File: src/rtl/inst_rom_arbiter_pkg.sv
// Shared widths, chip-enable levels and FSM encodings for the instruction ROM arbiter.
// The debug response encoding exists only when INST_ROM_ARB_DBG_EN is defined.
package inst_rom_arbiter_pkg;

    localparam logic [31:0] ZERO_WORD         = 32'h0000_0000;
    localparam logic        CHIP_ENABLE       = 1'b1;
    localparam logic        CHIP_DISABLE      = 1'b0;
    localparam int          INST_ADDR_BUS     = 32;
    localparam int          INST_BUS          = 32;
    localparam int          INST_MEM_NUM_LOG2 = 17;

    typedef enum logic [1:0] {
        ST_IDLE    = 2'b00,
`ifdef INST_ROM_ARB_DBG_EN
        ST_DBG_RSP = 2'b10,
`endif
        ST_IF_RSP  = 2'b01
    } arb_state_t;

    function automatic logic misaligned(input logic [1:0] lo);
        return |lo;
    endfunction

endpackage

File: src/rtl/inst_rom_arbiter_wait_cnt.sv
// Saturating starvation counter for the debug port of inst_rom_arbiter.
// Present only when INST_ROM_ARB_DBG_EN is defined.
`ifdef INST_ROM_ARB_DBG_EN
module inst_arb_wait_cnt #(
    parameter int MAX_WAIT = 4
) (
    input  logic clk,
    input  logic rst,
    input  logic inc,
    input  logic clr,
    output logic at_max
);

    localparam int                CNT_W   = (MAX_WAIT < 1) ? 1 : $clog2(MAX_WAIT + 1);
    localparam logic [CNT_W-1:0]  CNT_MAX = CNT_W'(MAX_WAIT);

    logic [CNT_W-1:0] cnt;

    // Clear wins over increment so a granted cycle always restarts the count.
    always_ff @(posedge clk) begin
        if (!rst) begin
            cnt <= '0;
        end else if (clr) begin
            cnt <= '0;
        end else if (inc && (cnt != CNT_MAX)) begin
            cnt <= cnt + CNT_W'(1);
        end
    end

    assign at_max = (cnt == CNT_MAX);

endmodule
`endif

File: src/rtl/inst_rom_arbiter.sv
// Shares the combinational instruction ROM between the IF fetch port and a debug port.
// Build option INST_ROM_ARB_DBG_EN enables the debug port; otherwise it is tied off.
//
// state      | meaning
// ST_IDLE    | no word returning this cycle
// ST_IF_RSP  | response register holds an IF word
// ST_DBG_RSP | response register holds a debug word
module inst_rom_arbiter
    import inst_rom_arbiter_pkg::*;
#(
    parameter int ADDR_W   = INST_ADDR_BUS,
    parameter int DATA_W   = INST_BUS,
    parameter int MEM_LOG2 = INST_MEM_NUM_LOG2,
    parameter int MAX_WAIT = 4
) (
    input  logic              clk,
    input  logic              rst,
    input  logic              if_req,
    input  logic [ADDR_W-1:0] if_addr,
    input  logic              if_flush,
    output logic              if_gnt,
    output logic              if_rvalid,
    output logic [DATA_W-1:0] if_rdata,
    output logic              if_err,
    input  logic              dbg_req,
    input  logic [ADDR_W-1:0] dbg_addr,
    output logic              dbg_gnt,
    output logic              dbg_rvalid,
    output logic [DATA_W-1:0] dbg_rdata,
    output logic              dbg_err,
    output logic              rom_ce,
    output logic [ADDR_W-1:0] rom_addr,
    input  logic [DATA_W-1:0] rom_inst
);

    arb_state_t        state, state_nxt;
    logic [DATA_W-1:0] rsp_data;
    logic              rsp_err;
    logic [ADDR_W-1:0] sel_addr;
    logic [ADDR_W-1:0] dbg_addr_sel;
    logic              sel_oor;
    logic              sel_bad;

    // Grants are masked during reset so nothing is issued while rst is low.
`ifdef INST_ROM_ARB_DBG_EN
    logic wait_max;

    assign dbg_gnt      = rst & dbg_req & (wait_max | ~if_req | if_flush);
    assign if_gnt       = rst & if_req & ~if_flush & ~dbg_gnt;
    assign dbg_addr_sel = dbg_addr;

    inst_arb_wait_cnt #(
        .MAX_WAIT (MAX_WAIT)
    ) u_wait_cnt (
        .clk    (clk),
        .rst    (rst),
        .inc    (dbg_req & ~dbg_gnt),
        .clr    (dbg_gnt),
        .at_max (wait_max)
    );
`else
    logic unused_dbg;

    assign unused_dbg   = ^{dbg_req, dbg_addr};
    assign dbg_gnt      = 1'b0;
    assign if_gnt       = rst & if_req & ~if_flush;
    assign dbg_addr_sel = '0;
`endif

    always_comb begin
        sel_addr = '0;
        if (if_gnt) begin
            sel_addr = if_addr;
        end else if (dbg_gnt) begin
            sel_addr = dbg_addr_sel;
        end
    end

    assign sel_oor  = |(sel_addr >> (MEM_LOG2 + 2));
    assign sel_bad  = sel_oor | misaligned(sel_addr[1:0]);
    assign rom_ce   = (if_gnt | dbg_gnt) ? CHIP_ENABLE : CHIP_DISABLE;
    assign rom_addr = {sel_addr[ADDR_W-1:2], 2'b00};

    always_comb begin
        state_nxt = ST_IDLE;
        if (if_gnt) begin
            state_nxt = ST_IF_RSP;
`ifdef INST_ROM_ARB_DBG_EN
        end else if (dbg_gnt) begin
            state_nxt = ST_DBG_RSP;
`endif
        end
    end

    always_ff @(posedge clk) begin
        if (!rst) begin
            state    <= ST_IDLE;
            rsp_data <= '0;
            rsp_err  <= 1'b0;
        end else begin
            state <= state_nxt;
            if (rom_ce == CHIP_ENABLE) begin
                rsp_data <= sel_oor ? DATA_W'(ZERO_WORD) : rom_inst;
                rsp_err  <= sel_bad;
            end
        end
    end

    // Outputs are forced to reset values in the reset cycle itself, dropping any pending word.
    assign if_rvalid = rst & (state == ST_IF_RSP) & ~if_flush;
    assign if_rdata  = rst ? rsp_data : '0;
    assign if_err    = if_rvalid & rsp_err;

`ifdef INST_ROM_ARB_DBG_EN
    assign dbg_rvalid = rst & (state == ST_DBG_RSP);
    assign dbg_rdata  = rst ? rsp_data : '0;
    assign dbg_err    = dbg_rvalid & rsp_err;
`else
    assign dbg_rvalid = 1'b0;
    assign dbg_rdata  = DATA_W'(ZERO_WORD);
    assign dbg_err    = 1'b0;
`endif

endmodule

File: config.mk
export PLATFORM = sky130hd
export DESIGN_NAME = inst_rom_arbiter
export DESIGN_NICKNAME = d
export VERILOG_FILES = /design/src/rtl/inst_rom_arbiter_pkg.sv /design/src/rtl/inst_rom_arbiter_wait_cnt.sv /design/src/rtl/inst_rom_arbiter.sv
export SDC_FILE = /design/constraint.sdc
export NUM_CORES = 1
export LEC_CHECK = 0
export ABC_AREA = 0
export CAP_MARGIN = 0
export CORE_ASPECT_RATIO = 0.8
export CORE_MARGIN = 5
export CORE_UTILIZATION = 30
export CTS_BUF_LIST = sky130_fd_sc_hd__clkbuf_8
export DETAILED_ROUTE_END_ITERATION = 7
export PLACE_DENSITY = 0.95
export REMOVE_ABC_BUFFERS = 1
export SLEW_MARGIN = 20
export SYNTH_ARGS = -nofsm -noshare
export SYNTH_HDL_FRONTEND = slang
export SYNTH_SLANG_ARGS = --single-unit
File: constraint.sdc
create_clock -name clk -period 1.41 [get_ports clk]
set_input_delay 0.282 -clock clk [delete_from_list [all_inputs] [get_ports clk]]
set_output_delay 0.282 -clock clk [all_outputs]
set_load 0.03 [all_outputs]
==> impl_results.md, run 1 <==
- All-Layer GR Usage: 0.158
- Proportion of synthesized flip-flops having asynchronous set or reset: 0
- Critical path class: in -> out
- Share of cells above drive strength 1: 0.365
- Worst reg2reg path endpoint: rsp_data[25]
- FF/Latch Area: 681 µm²
- Switching Fraction: 0.261
- Critical path capture point type: output port
- Static leakage: 1.65 nW
- Wirelength per Cell: 14.2 µm
- Final HPWL DP: 4.96 mm
- Reg2Reg Launch Point: rsp_data[25]
- Final slew viol count: 0
- Internal power: 1.83 mW
- CTS buffer count: 5
- Combinational power share: 0.248
- Sink Count: 34
- Count of different cell masters after synthesis: 23
- Cells taking the most area after synthesis: dfxtp_1 34%, and2_1 16%, buf_4 15%
- Final period util: 1.01
- DP Worst Slack: -0.495 ns
- Most frequent cells after synthesis: 66 x nand2_1, 50 x and2_1, 41 x buf_4
- GP Congestion: 0.749
- Port Buf Inserts: 133
- Io pins: 204
- Syn Std Cell Area: 1990 µm²
- Worst R2R Path Depth: 3
- Hold Path Class: in -> reg
- Vias in the first global route: 2192
- Die area: 8370 µm²
- Bufs on Longest Clock Path: 2
- Initial DRC Count: 45
- Grt ovf: 0
- Seq pwr share: 0.390
- Worst Hold Slack: 0.506 ns
- Vias: 2068
- CTS tree: done
- Avg Cell Area, Syn: 7.68 µm²
- Failing checks: setup timing
- Crit path to: rom_addr[5]
- Max frequency: 699 MHz
- # hold bufs at CTS: 0
- Die Ht: 82.8 µm
- Clock slew at reported path FFs: 0.06 ns
- Post-synth EDFFs: 0
- Yosys top cell by area: dfxtp_1
- Tmin final: 1.43 ns
- Final net count: 507
- Switching pwr: 0.645 mW
- Initial core utilization: 0.310
- Post-route ant nets: 0
- Main synth FF type: dfxtp_1
- CP startpoint kind: input port
- Count leader, synth: nand2_1
- Reg2reg setup slack: 0.69 ns
- Vias/cell: 4.22
- First-pass GRT wire length: 10.8 mm
- Drt first pass iters: 4
- Hold Vio Cnt, Final: 0
- DRC errors left: 0
- Seq/Total Area, Yosys: 0.342
- Power share of the clock group: 0.361
- Layout Utilization: 0.568
- Crit path required time: 1.13 ns
- Peak VDD IR: 467 µV
- Synth warn: 0
- CP Launch Point: if_flush
- Filler cell count in the final layout: 577
- Worst Setup Slack, final: -0.0199 ns
- Root Driver: clkbuf_8
- Mapped Cells: 259
- RSZ-0062 raised after global routing: yes
- FF+latch count, synth: 34
- Htree depth: 2
- Clock Latency Late Sink: 0.27 ns
- Max-cap viol count: 0
- Area share of the largest cell type after synthesis: 0.342
- Multi-input logic area: 1120 µm²
- Pwr/cell area: 679 nW/µm²
- Worst Path Max Fanout: 7
- Status: finished with violations
- Die W: 101 µm
- CORE AREA: 6410 µm²
- P&R area growth vs syn: 83.0%
- Setup Viol. Count Final: 14
- Initial antenna violation count: 0
- Pin count of the biggest net entering global routing: 27
- Worst Clk Skew: 0 ns
- Post-Route WL: 6.97 mm
- Row count: 26
- Crit path DAT: 1.15 ns
- Antenna cells: 0
-- critical path: stages --
cell      delay [ns]
buf_6           0.09
nand3b_4        0.17
inv_8           0.11
buf_12          0.12
buf_16          0.11
and2_4          0.14
buf_6           0.12
-- metrics by stage --
stage | TNS (ns) | std cells | total power, mW | instance area, µm²
after floorplan | -20.53 | 242 | 1.22 | 1730
after global placement | -36.27 | 472 | 1.50 | 3130
after detailed placement | -35.95 | 472 | 1.51 | 3130
after CTS | -0.195 | 491 | 2.51 | 3650
after global routing | -0.625 | 490 | 2.58 | 3640
final | -0.207 | 490 | 2.47 | 3640
-- power groups by stage --
stage	Sequential, mW	Combinational, mW	Clock, mW
after floorplan	0.986	0.237	0
after global placement	0.986	0.516	0
after detailed placement	0.987	0.521	0
after CTS	0.964	0.617	0.926
after global routing	0.964	0.646	0.971
final	0.965	0.615	0.894
-- final cells by class --
cell class | count | area share
Clock buffer | 6 | 0.0227
Clock inverter | 1 | 0.00825
Timing Repair Buffer | 157 | 0.441
Tap cell | 84 | 0.0289
Sequential cell | 34 | 0.187
Multi-Input combinational cell | 206 | 0.309
Inverter | 2 | 0.00412
-- worst min path at each step --
| stage | from | to | slack, ns | depth (start not counted) |
|---|---|---|---|---|
| 2_1_floorplan | rom_inst[10] | rsp_data[10] | 0.41 | 2 |
| 3_5_place_dp | rsp_err | rsp_err | 0.53 | 3 |
| 3_3_place_gp | rsp_err | rsp_err | 0.52 | 3 |
| 5_1_grt | rst | rsp_err | 0.52 | 5 |
| 4_1_cts | rst | rsp_err | 0.50 | 5 |
| 6_report | rst | rsp_err | 0.51 | 5 |
-- what timing repair did --
item	4_1_cts	5_1_grt
endpoints found under the setup margin	96	46
gates cloned	4	0
pin swaps	17	4
gates resized for setup	86	5
setup buffers	8	0
-- cells in the final DEF, fill, tap and decap left out, types with 12 or more instances in the layout --
| cell type | instances |
|---|---|
| nand2_1 | 66 |
| clkdlybuf4s50_1 | 58 |
| o21ai_1 | 28 |
| buf_4 | 49 |
| dfxtp_1 | 34 |
| and2_4 | 27 |
| and2_2 | 12 |
| and2_1 | 24 |
| conb_1 | 37 |
| buf_6 | 34 |
-- registers in the layout, summed over array words and instances, names as in the netlist --
register  cells
rsp_data     32
rsp_err       1
state         1
-- routing by layer --
metal | GRT usage | vias to the layer above | share of wire
li1 | - | 1028 | -
met1 | 0.175 | 952 | 0.38
met2 | 0.302 | 82 | 0.55
met3 | 0.0251 | 6 | 0.064
met4 | 0.0483 | 0 | 0.0090
met5 | 0 | - | 0
-- kinds of logic (layout without fill, tap and decap cells) --
logic type / count (synthesis) / count (layout) / synth area share
other: 1 / 37 / 0.00188
and+or+nand+nor: 136 / 136 / 0.359
DFF: 34 / 34 / 0.342
buffers and inverters: 55 / 166 / 0.205
AOI/OAI and AO/OA: 33 / 33 / 0.0918
Note: power is estimated with default switching activity, not from simulation.
==> inputs of run 2 (changes only) <==
--- a/config.mk
+++ b/config.mk
@@ -14,7 +14,7 @@
 export DETAILED_ROUTE_END_ITERATION = 7
 export PLACE_DENSITY = 0.95
 export REMOVE_ABC_BUFFERS = 1
-export SLEW_MARGIN = 20
+export SLEW_MARGIN = 5
 export SYNTH_ARGS = -nofsm -noshare
 export SYNTH_HDL_FRONTEND = slang
 export SYNTH_SLANG_ARGS = --single-unit
==> results of run 2 <==
No change in the layout: final DEF, timing and power equal those of run 1.
==> inputs of run 3 (changes only) <==
--- a/config.mk
+++ b/config.mk
@@ -8,7 +8,7 @@
 export ABC_AREA = 0
 export CAP_MARGIN = 0
 export CORE_ASPECT_RATIO = 0.8
-export CORE_MARGIN = 5
+export CORE_MARGIN = 8
 export CORE_UTILIZATION = 30
 export CTS_BUF_LIST = sky130_fd_sc_hd__clkbuf_8
 export DETAILED_ROUTE_END_ITERATION = 7
==> impl_results.md, run 3 (synthesized netlist as in run 1, its figures left out) <==
- Status: finished, final reports clean
- Vias in the first global route: 2098 (-4.3%)
- Crit path required time: 1.13 ns (about the same)
- Share of cells above drive strength 1: 0.304 (-0.0605)
- Met3 GRT Util: 0.0393 (+0.0142)
- Row count: 26 (unchanged)
- Hold Path Class: in -> reg
- Final slew viol count: 0 (unchanged)
- Final HPWL DP: 5.57 mm (+12%)
- Met2 GRT Util: 0.252 (-0.0503)
- Critical path class: in -> out
- Post-Route WL: 7.00 mm (+0.47%)
- Worst reg2reg path endpoint: rsp_data[16]
- Die area: 9510 µm² (+14%)
- CTS buffer count: 5 (unchanged)
- Drt first pass iters: 4 (unchanged)
- Wirelength per Cell: 14.5 µm (+2.1%)
- Htree depth: 2 (unchanged)
- Crit path DAT: 1.10 ns (-0.05 ns)
- Reg2Reg Launch Point: rsp_data[16]
- Critical path capture point type: output port
- Io pins: 204 (unchanged)
- Max frequency: 725 MHz (+3.7%)
- Finished Layout Cells: 482 (-1.6%)
- Clock Latency Late Sink: 0.28 ns (about the same)
- First-pass GRT wire length: 10.4 mm (-3.7%)
- Most common cell after layout, fill and taps aside: nand2_1
- Bufs on Longest Clock Path: 2 (unchanged)
- Critical path's top delay family: buffers and inverters
- DRC errors left: 0 (unchanged)
- Reg2reg setup slack: 0.69 ns (about the same)
- Clock slew at reported path FFs: 0.07 ns (about the same)
- Max-cap viol count: 0 (unchanged)
- Largest registers: rsp_data: 32 flops, rsp_err: 1 flops, state: 1 flops
- Worst Setup Slack, final: 0.0316 ns (+0.0515 ns)
- Hold endpoint: state[0]
- GP Congestion: 0.749 (about the same)
- Setup Viol. Count Final: 0 (-14)
- Tmin final: 1.38 ns (-0.0515 ns)
- Most frequent cells in the layout: 66 x nand2_1, 57 x clkdlybuf4s50_1, 56 x buf_4
- Vias/cell: 4.18 (-0.95%)
- Hold Startpoint: if_req
- Post-route ant nets: 0 (unchanged)
- Antenna cells: 0 (unchanged)
- Setup TNS: 0 ns (+0.207 ns)
- Vias: 2015 (-2.6%)
- Pwr/cell area: 667 nW/µm² (-1.7%)
- All-Layer GR Usage: 0.134 (-0.0247)
- Post-DP Area: 3160 µm² (+0.80%)
- Initial DRC Count: 89 (+98%)
- P&R area growth vs syn: 69.7%
- Met1 Use GR: 0.140 (-0.0351)
- RSZ-0062 raised after global routing: yes
- Most flop-heavy register: rsp_data
- Peak VDD IR: 505 µV (+8.2%)
- Dpl cells: 472 (unchanged)
- Die W: 107 µm (+5.9%)
- Initial core utilization: 0.310 (unchanged)
- Die Ht: 88.8 µm (+7.2%)
- Design Power: 2.25 mW (-8.9%)
- GR peak layer: met2
- Static leakage: 1.53 nW (-7.7%)
- Final period util: 0.978 (-0.0365)
- DP Worst Slack: -0.461 ns (+0.0345 ns)
- CORE AREA: 6410 µm² (unchanged)
- Worst Hold Slack: 0.531 ns (+0.0246 ns)
- Filler cell count in the final layout: 618 (+7.1%)
- CP peak stage delay: 0.17 ns (about the same)
- Layout Utilization: 0.527 (-0.0412)
- Pin count of the biggest net entering global routing: 21 (-22%)
- Hold Vio Cnt, Final: 0 (unchanged)
- Root Driver: clkbuf_8
- Hold depth: 4 (-1)
- Worst Clk Skew: 0 ns (unchanged)
- Critical path's slowest cell: nand3b_4
- CP startpoint kind: input port
- Final net count: 498 (-1.8%)
- Port Buf Inserts: 133 (unchanged)
- Post-Layout Inst Area: 3380 µm² (-7.3%)
- Crit-path cells: buf_2 > nand3b_4 > inv_6 > buf_12 > and2_1 > buf_6
- Max FFs per register: 32 (unchanged)
- Grt ovf: 0 (unchanged)
- Worst Path Max Fanout: 18 (+11)
- Sink Count: 34 (unchanged)
- CTS tree: done
- Worst R2R Path Depth: 3 (unchanged)
- Initial antenna violation count: 0 (unchanged)
- Worst Path Buf+Inv: 4 (-1)
run 3: how the worst max path moves through the flow:
stage | from | end | cells after the start
5_1_grt | if_flush | rom_addr[30] | 6
6_report | if_flush | rom_addr[26] | 6
4_1_cts | if_addr[24] | rom_addr[24] | 4
2_1_floorplan | if_addr[19] | rsp_err | 3
3_3_place_gp | if_addr[25] | rsp_err | 5
3_5_place_dp | if_addr[25] | rsp_data[15] | 6
run 3: repair_timing:
item | CTS | global route
gates cloned | 1 | 0
gates resized for setup | 40 | 12
endpoints found under the setup margin | 98 | 18
hold buffers | 0 | 0
setup buffers | 3 | 0
pin swaps | 4 | 2
run 3: report_power, final:
group | leakage (nW) | total [mW] | internal [mW] | switching (mW)
sequential | 0.274 | 0.964 | 0.963 | 0.000995
clock | 0.0472 | 0.741 | 0.392 | 0.348
combinational | 1.21 | 0.549 | 0.248 | 0.302
total | 1.53 | 2.25 | 1.60 | 0.651
run 3: worst min-delay path, delay by kind of cell:
| kind | cells | cell delay (ns) |
|---|---|---|
| buffers and inverters | 3 | 0.40 |
| and+or+nand+nor | 1 | 0.10 |
run 3: metal layers:
| metal | wire length (µm) | share of wire |
|---|---|---|
| met2 | 3930 | 0.56 |
| met4 | 73 | 0.010 |
| met1 | 2430 | 0.35 |
| met3 | 565 | 0.081 |
| met5 | 0 | 0 |
run 3: cell type report:
| class | instances | area [µm²] | area share |
|---|---|---|---|
| Clock buffer | 6 | 82.6 | 0.0245 |
| Inverter | 2 | 12.5 | 0.00371 |
| Multi-Input combinational cell | 206 | 1080 | 0.319 |
| Tap cell | 84 | 105 | 0.0311 |
| Clock inverter | 2 | 12.5 | 0.00371 |
| Timing Repair Buffer | 148 | 1410 | 0.416 |
| Sequential cell | 34 | 681 | 0.202 |
